===== src/rtl/result_collector_pkg.sv =====
// Shared helpers for the result collector: index-width derivation and
// round-robin index arithmetic used by the arbiter.
package result_collector_pkg;

    // Width of an index over n items, never narrower than one bit.
    function automatic int unsigned idx_width(input int unsigned n);
        return (n > 1) ? $clog2(n) : 1;
    endfunction

    // Position `offset` steps after `base` on a ring of n entries.
    function automatic int unsigned rr_index(input int unsigned base,
                                             input int unsigned offset,
                                             input int unsigned n);
        return (base + offset) % n;
    endfunction

endpackage


===== src/rtl/result_collector_stream_register.sv =====
// One-entry valid/ready pipeline register used as the register-file output stage.
// Accepts new data when empty or when the current entry is handed off this cycle.
module result_collector_stream_register #(
    parameter int unsigned Width = 8
) (
    input  logic             clk_i,
    input  logic             rst_ni,
    input  logic             valid_i,
    output logic             ready_o,
    input  logic [Width-1:0] data_i,
    output logic             valid_o,
    input  logic             ready_i,
    output logic [Width-1:0] data_o
);

    logic             valid_q, valid_d;
    logic [Width-1:0] data_q, data_d;

    assign ready_o = !valid_q || ready_i;

    always_comb begin
        valid_d = valid_q;
        data_d  = data_q;
        if (ready_o) begin
            valid_d = valid_i;
            if (valid_i) begin
                data_d = data_i;
            end
        end
    end

    always_ff @(posedge clk_i or negedge rst_ni) begin
        if (!rst_ni) begin
            valid_q <= 1'b0;
            data_q  <= '0;
        end else begin
            valid_q <= valid_d;
            data_q  <= data_d;
        end
    end

    assign valid_o = valid_q;
    assign data_o  = data_q;

endmodule


===== src/rtl/result_collector.sv =====
// Collects execution-unit results through per-EU one-entry buffers, arbitrates them
// round-robin onto the single register-file write port and pulses the retired tag.
module result_collector
    import result_collector_pkg::*;
#(
    parameter int unsigned NumEus      = 2,
    parameter int unsigned NumTags     = 8,
    parameter int unsigned RegWidth    = 32,
    parameter int unsigned WarpWidth   = 4,
    parameter int unsigned NumWarps    = 8,
    parameter int unsigned RegIdxWidth = 8,
    localparam int unsigned TagWidth   = $clog2(NumTags),
    localparam int unsigned WidWidth   = idx_width(NumWarps),
    localparam int unsigned IidWidth   = TagWidth + WidWidth,
    localparam int unsigned DataWidth  = RegWidth * WarpWidth
) (
    input  logic                          clk_i,
    input  logic                          rst_ni,
    input  logic [NumEus-1:0]             eu_to_rc_valid_i,
    output logic [NumEus-1:0]             rc_to_eu_ready_o,
    input  logic [NumEus*IidWidth-1:0]    eu_to_rc_tag_i,
    input  logic [NumEus*RegIdxWidth-1:0] eu_to_rc_dst_i,
    input  logic [NumEus*WarpWidth-1:0]   eu_to_rc_act_mask_i,
    input  logic [NumEus*DataWidth-1:0]   eu_to_rc_data_i,
    output logic                          rc_to_rf_valid_o,
    input  logic                          rf_to_rc_ready_i,
    output logic [WidWidth-1:0]           rc_to_rf_wid_o,
    output logic [RegIdxWidth-1:0]        rc_to_rf_dst_o,
    output logic [WarpWidth-1:0]          rc_to_rf_act_mask_o,
    output logic [DataWidth-1:0]          rc_to_rf_data_o,
    output logic                          rc_to_wl_valid_o,
    output logic [IidWidth-1:0]           rc_to_wl_tag_o
);

    localparam int unsigned PayWidth = IidWidth + RegIdxWidth + WarpWidth + DataWidth;
    localparam int unsigned RrWidth  = idx_width(NumEus);

    logic [NumEus-1:0]   buf_valid_q, buf_valid_d;
    logic [PayWidth-1:0] buf_pay_q [NumEus];
    logic [PayWidth-1:0] buf_pay_d [NumEus];
    logic [RrWidth-1:0]  rr_q, rr_d;

    logic [NumEus-1:0]   buf_taken;
    logic                sel_found;
    logic [RrWidth-1:0]  sel_idx;
    logic [RrWidth-1:0]  cand_idx;
    logic [PayWidth-1:0] sel_pay;
    logic                out_ready;
    logic [PayWidth-1:0] out_pay;
    logic [IidWidth-1:0] out_tag;

    // Round-robin search starting at rr_q; the winner is only consumed when
    // the output register can accept it this cycle.
    always_comb begin
        sel_found = 1'b0;
        sel_idx   = '0;
        cand_idx  = '0;
        for (int unsigned i = 0; i < NumEus; i++) begin
            cand_idx = RrWidth'(rr_index(32'(rr_q), i, NumEus));
            if (!sel_found && buf_valid_q[cand_idx]) begin
                sel_found = 1'b1;
                sel_idx   = cand_idx;
            end
        end
        sel_pay   = buf_pay_q[sel_idx];
        buf_taken = '0;
        rr_d      = rr_q;
        if (sel_found && out_ready) begin
            buf_taken[sel_idx] = 1'b1;
            rr_d               = RrWidth'(rr_index(32'(sel_idx), 1, NumEus));
        end
    end

    // A buffer being drained this cycle can accept a new result in the same cycle.
    always_comb begin
        rc_to_eu_ready_o = '0;
        buf_valid_d      = '0;
        for (int e = 0; e < NumEus; e++) begin
            rc_to_eu_ready_o[e] = !buf_valid_q[e] || buf_taken[e];
            buf_valid_d[e]      = (buf_valid_q[e] && !buf_taken[e])
                                || (eu_to_rc_valid_i[e] && rc_to_eu_ready_o[e]);
            buf_pay_d[e]        = buf_pay_q[e];
            if (eu_to_rc_valid_i[e] && rc_to_eu_ready_o[e]) begin
                buf_pay_d[e] = {eu_to_rc_tag_i[e*IidWidth +: IidWidth],
                                eu_to_rc_dst_i[e*RegIdxWidth +: RegIdxWidth],
                                eu_to_rc_act_mask_i[e*WarpWidth +: WarpWidth],
                                eu_to_rc_data_i[e*DataWidth +: DataWidth]};
            end
        end
    end

    always_ff @(posedge clk_i or negedge rst_ni) begin
        if (!rst_ni) begin
            buf_valid_q <= '0;
            rr_q        <= '0;
            for (int e = 0; e < NumEus; e++) begin
                buf_pay_q[e] <= '0;
            end
        end else begin
            buf_valid_q <= buf_valid_d;
            rr_q        <= rr_d;
            buf_pay_q   <= buf_pay_d;
        end
    end

    result_collector_stream_register #(
        .Width (PayWidth)
    ) i_out_reg (
        .clk_i   (clk_i),
        .rst_ni  (rst_ni),
        .valid_i (sel_found),
        .ready_o (out_ready),
        .data_i  (sel_pay),
        .valid_o (rc_to_rf_valid_o),
        .ready_i (rf_to_rc_ready_i),
        .data_o  (out_pay)
    );

    assign {out_tag, rc_to_rf_dst_o, rc_to_rf_act_mask_o, rc_to_rf_data_o} = out_pay;
    assign rc_to_rf_wid_o   = out_tag[WidWidth-1:0];
    assign rc_to_wl_valid_o = rc_to_rf_valid_o && rf_to_rc_ready_i;
    assign rc_to_wl_tag_o   = out_tag;

`ifndef SYNTHESIS
    assert property (@(posedge clk_i) disable iff (!rst_ni)
        (rc_to_rf_valid_o && !rf_to_rc_ready_i) |=> (rc_to_rf_valid_o && $stable(out_pay)));
    assert property (@(posedge clk_i) disable iff (!rst_ni) $onehot0(buf_taken));
`endif

endmodule


===== config.mk =====
export PLATFORM = sky130hd
export DESIGN_NAME = result_collector
export DESIGN_NICKNAME = d
export VERILOG_FILES = /design/src/rtl/result_collector_pkg.sv /design/src/rtl/result_collector_stream_register.sv /design/src/rtl/result_collector.sv
export SDC_FILE = /design/constraint.sdc
export NUM_CORES = 1
export LEC_CHECK = 0
export CORE_ASPECT_RATIO = 0.75
export CORE_MARGIN = 3
export CORE_UTILIZATION = 53
export CTS_BUF_LIST = sky130_fd_sc_hd__clkbuf_16
export DETAILED_ROUTE_END_ITERATION = 16
export PLACE_DENSITY_LB_ADDON = 0.15
export SLEW_MARGIN = 30
export SYNTH_ARGS = -nofsm -noshare
export SYNTH_HDL_FRONTEND = slang
export SYNTH_SLANG_ARGS = --single-unit

===== constraint.sdc =====
create_clock -name clk_i -period 1.95 [get_ports clk_i]
set_input_delay 0.195 -clock clk_i [delete_from_list [all_inputs] [get_ports clk_i]]
set_output_delay 0.195 -clock clk_i [all_outputs]
set_load 0.01 [all_outputs]

==> flow_metrics.env <==
export IMPL_wl_per_cell_um=22.9
export IMPL_worst_path_buf_inv=2
export IMPL_p_seq_share_pct=40.1
export IMPL_clock_fmax_mhz=526
export IMPL_cts_tree="done"
export IMPL_grt_pass1_vias=20700
export IMPL_rsz0062_at_grt="no"
export IMPL_synth_top_cell_area_share_pct=48.2
export IMPL_dieArea_um2=45900
export IMPL_wl_met3_mm=5.83
export IMPL_postSynth_topFlopCell="dfrtp_1"
export IMPL_combPwrFrac_pct=38.5
export IMPL_async_reset_ff_share_pct=100
export IMPL_yosysSeqAreaShare_pct=48.2
export IMPL_ir_worst_vdd_mv=0.864
export IMPL_cts_root_buf="clkbuf_16"
export IMPL_gp_congestion=0.830
export IMPL_area_delta_synth_final_pct=30.1
export IMPL_top_layer="met4"
export IMPL_cts_setup_buffers=0
export IMPL_path_cells="and2_4 -> o21a_4 -> inv_1 -> buf_2"
export IMPL_wl_met1_mm=30.6
export IMPL_fin_area_um2=29900
export IMPL_grt_start_max_net_pins=114
export IMPL_drtIter0Drc=1999
export IMPL_clock_latency_ps=550
export IMPL_grt_pass1_wl_mm=117
export IMPL_cp_top_family="flip-flops"
export IMPL_finalSetupViolCount=0
export IMPL_crit_type="flip-flop to output port"
export IMPL_synth_fp_nets=2623
export IMPL_switching_power_uw=14400
export IMPL_p_leak_uw=0.0123
export IMPL_yosys_area_top_type="dfrtp_1"
export IMPL_syn_cell_area_um2=23000
export IMPL_setup_worst_path_start_class="flip-flop"
export IMPL_internal_power_uw=26400
export IMPL_placed_area_um2=28400
export IMPL_grt_antenna_before_repair=9
export IMPL_finClkSkew_ps=11.4
export IMPL_synth_edf_count=0
export IMPL_start_util_pct=54.2
export IMPL_numPortBuffers=449
export IMPL_fin_util_pct=70.5
export IMPL_vias=20700
export IMPL_rows=65
export IMPL_max_cap_violations=0
export IMPL_synthTopCellsByArea="dfrtp_1 (48%), o211ai_1 (11%), nand2b_1 (8.0%), nand2_1 (7.2%), a221o_1 (6.4%)"
export IMPL_firstDrtPassIters=5
export IMPL_numCtsBuffers=45
export IMPL_required_ps=1750
export IMPL_slowest_stage="dfrtp_4"
export IMPL_die_x_um=246
export IMPL_grt_usage_pct=31.8
export IMPL_netlist_instances=2326
export IMPL_route_met2_wl_mm=35.7
export IMPL_clock_sinks=442
export IMPL_power_density_nw_per_um2=1370
export IMPL_ant_nets=0
export IMPL_relSlewSlack_pct=54.1
export IMPL_timing_final_crit_share_pct=97.5
export IMPL_sw_frac_of_total_pct=35.4
export IMPL_routed_wl_mm=74.9
export IMPL_nNetsFinal=2956
export IMPL_viasPerCell=6.34
export IMPL_fin_ws_ps=48.6
export IMPL_period_needed_ps=1900
export IMPL_cp_max_fo=6
export IMPL_overflow=0
export IMPL_avgSynthCellArea_um2=9.87
export IMPL_drcViolationCount=0
export IMPL_place_inst=3180
export IMPL_crit_path_max_incr_delay_ps=540
export IMPL_pre_cts_ws_ps=-101
export IMPL_dp_hpwl_mm=48.5
export IMPL_io_pins=450
export IMPL_cts_clk_slew_worst_paths_ps=60
export IMPL_slew_viol_final=0
export IMPL_drive_gt1_share_pct=10.0
export IMPL_yosys_warnings=0
export IMPL_tightest_slew_ps=689
export IMPL_fin_cells=3268
export IMPL_yosysUniqueCellTypes=24
export IMPL_core_area_um2=42400
export IMPL_hp_class="input pin to flip-flop"
export IMPL_synth_seq_cells=442
export IMPL_clkPwrFrac_pct=21.4
export IMPL_worstPathArrival_ps=1710
export IMPL_dieHeight_um=186
export IMPL_final_hold_viol_count=0
export IMPL_synthTopCellsByCount="dfrtp_1 (442), nand2_1 (438), o211ai_1 (338)"
export IMPL_cts_buffer_depth=3
export IMPL_synth_most_common_cell="dfrtp_1"
export IMPL_status="finished, final reports clean"
export IMPL_endpoint_kind="output port"
export IMPL_htreeDepth=2
==> flip-flops by register name (all words and copies together), names as in the netlist <==
| name | flops |
|---|---|
| i_out_reg.data_o | 146 |
| rr_q | 1 |
| buf_pay_q | 292 |
| buf_valid_q | 2 |
| i_out_reg.valid_o | 1 |
==> cells in the final DEF, fill, tap and decap left out, drive strengths merged <==
cell	synthesis	routed
inv	2	11
a22o	1	1
nor3b	1	1
dlygate4sd3	0	1
nand2	438	438
buf	121	101
o211ai	438	438
or3	1	1
o21a	2	2
a221o	146	146
bufinv	0	7
nand2b	294	294
clkbuf	142	48
nor2	1	1
clkinvlp	0	1
clkdlybuf4s50	0	444
and2b	1	1
dfrtp	442	442
nor2b	1	1
o21bai	147	147
nor3	146	146
and2	2	2
diode	0	9
clkinv	0	16
==> through the flow <==
stage,TNS [ps],total power (uW),hold slack (ps)
finish,0,40800,66.6
global route,0,43000,52.6
CTS,0,40800,36.3
detailed placement,-11050,32000,198
global placement,-5410,31300,182
floorplan,0,24500,-101
==> worst paths after layout <==
| path | endpoint | cells after the start | slack, ps | start |
|---|---|---|---|---|
| setup / recovery | rc_to_eu_ready_o[0] | 4 | 50 | buf_valid_q[1] |
| setup reg to reg | i_out_reg.data_o[130] | 4 | 80 | buf_valid_q[0] |
| min in group asynchronous | buf_pay_q[122] | 2 | 210 | rst_ni |
| hold reg to reg | buf_pay_q[168] | 2 | 500 | buf_pay_q[168] |
| max in group asynchronous | buf_pay_q[58] | 3 | 950 | rst_ni |
| hold / removal | buf_pay_q[155] | 3 | 70 | eu_to_rc_valid_i[0] |
==> per-layer routing <==
metal,global-route usage (%),vias to the layer above
li1,-,9135
met1,43.2,10500
met2,51.3,964
met3,5.65,150
met4,13.1,0
met5,0,-
==> what timing repair did <==
item | 4_1_cts | 5_1_grt
pin swaps | 0 | 0
hold buffers | 1 | 0
hold endpoints to repair | 46 | 0
setup endpoints to repair | 148 | 10
gates resized for setup | 9 | 1
==> cells by family after synthesis <==
group / Yosys count / synth area share (%)
DFF: 442 / 48.2
and+or+nand+nor: 885 / 18.6
buffers and inverters: 265 / 5.41
AOI/OAI and AO/OA: 734 / 27.8
==> power by group through the flow <==
stage	registers, uW	clock network, uW	logic [uW]
floorplan	16100	0	8490
global placement	16200	0	15100
detailed placement	16300	0	15600
CTS	16300	8820	15700
global route	16800	9200	17000
finish	16400	8730	15700
==> layout make-up <==
type                    instances  area [um2]
diodes                          9        22.5
multi-input cells            1619       10700
repair buffers                549        5920
clock inverters                33         317
clock buffers                  45        1130
well taps                     569         712
inverters                       2        7.51
fillers                      3034       12500
flip-flops and latches        442       11100
==> worst register-to-register path, delay by kind of cell, from the launching register on <==
kind | cells | cell delay [ps]
compound gates | 2 | 650
buf+inv | 2 | 650
flops | 1 | 450
(Power assumes the default switching activity.)
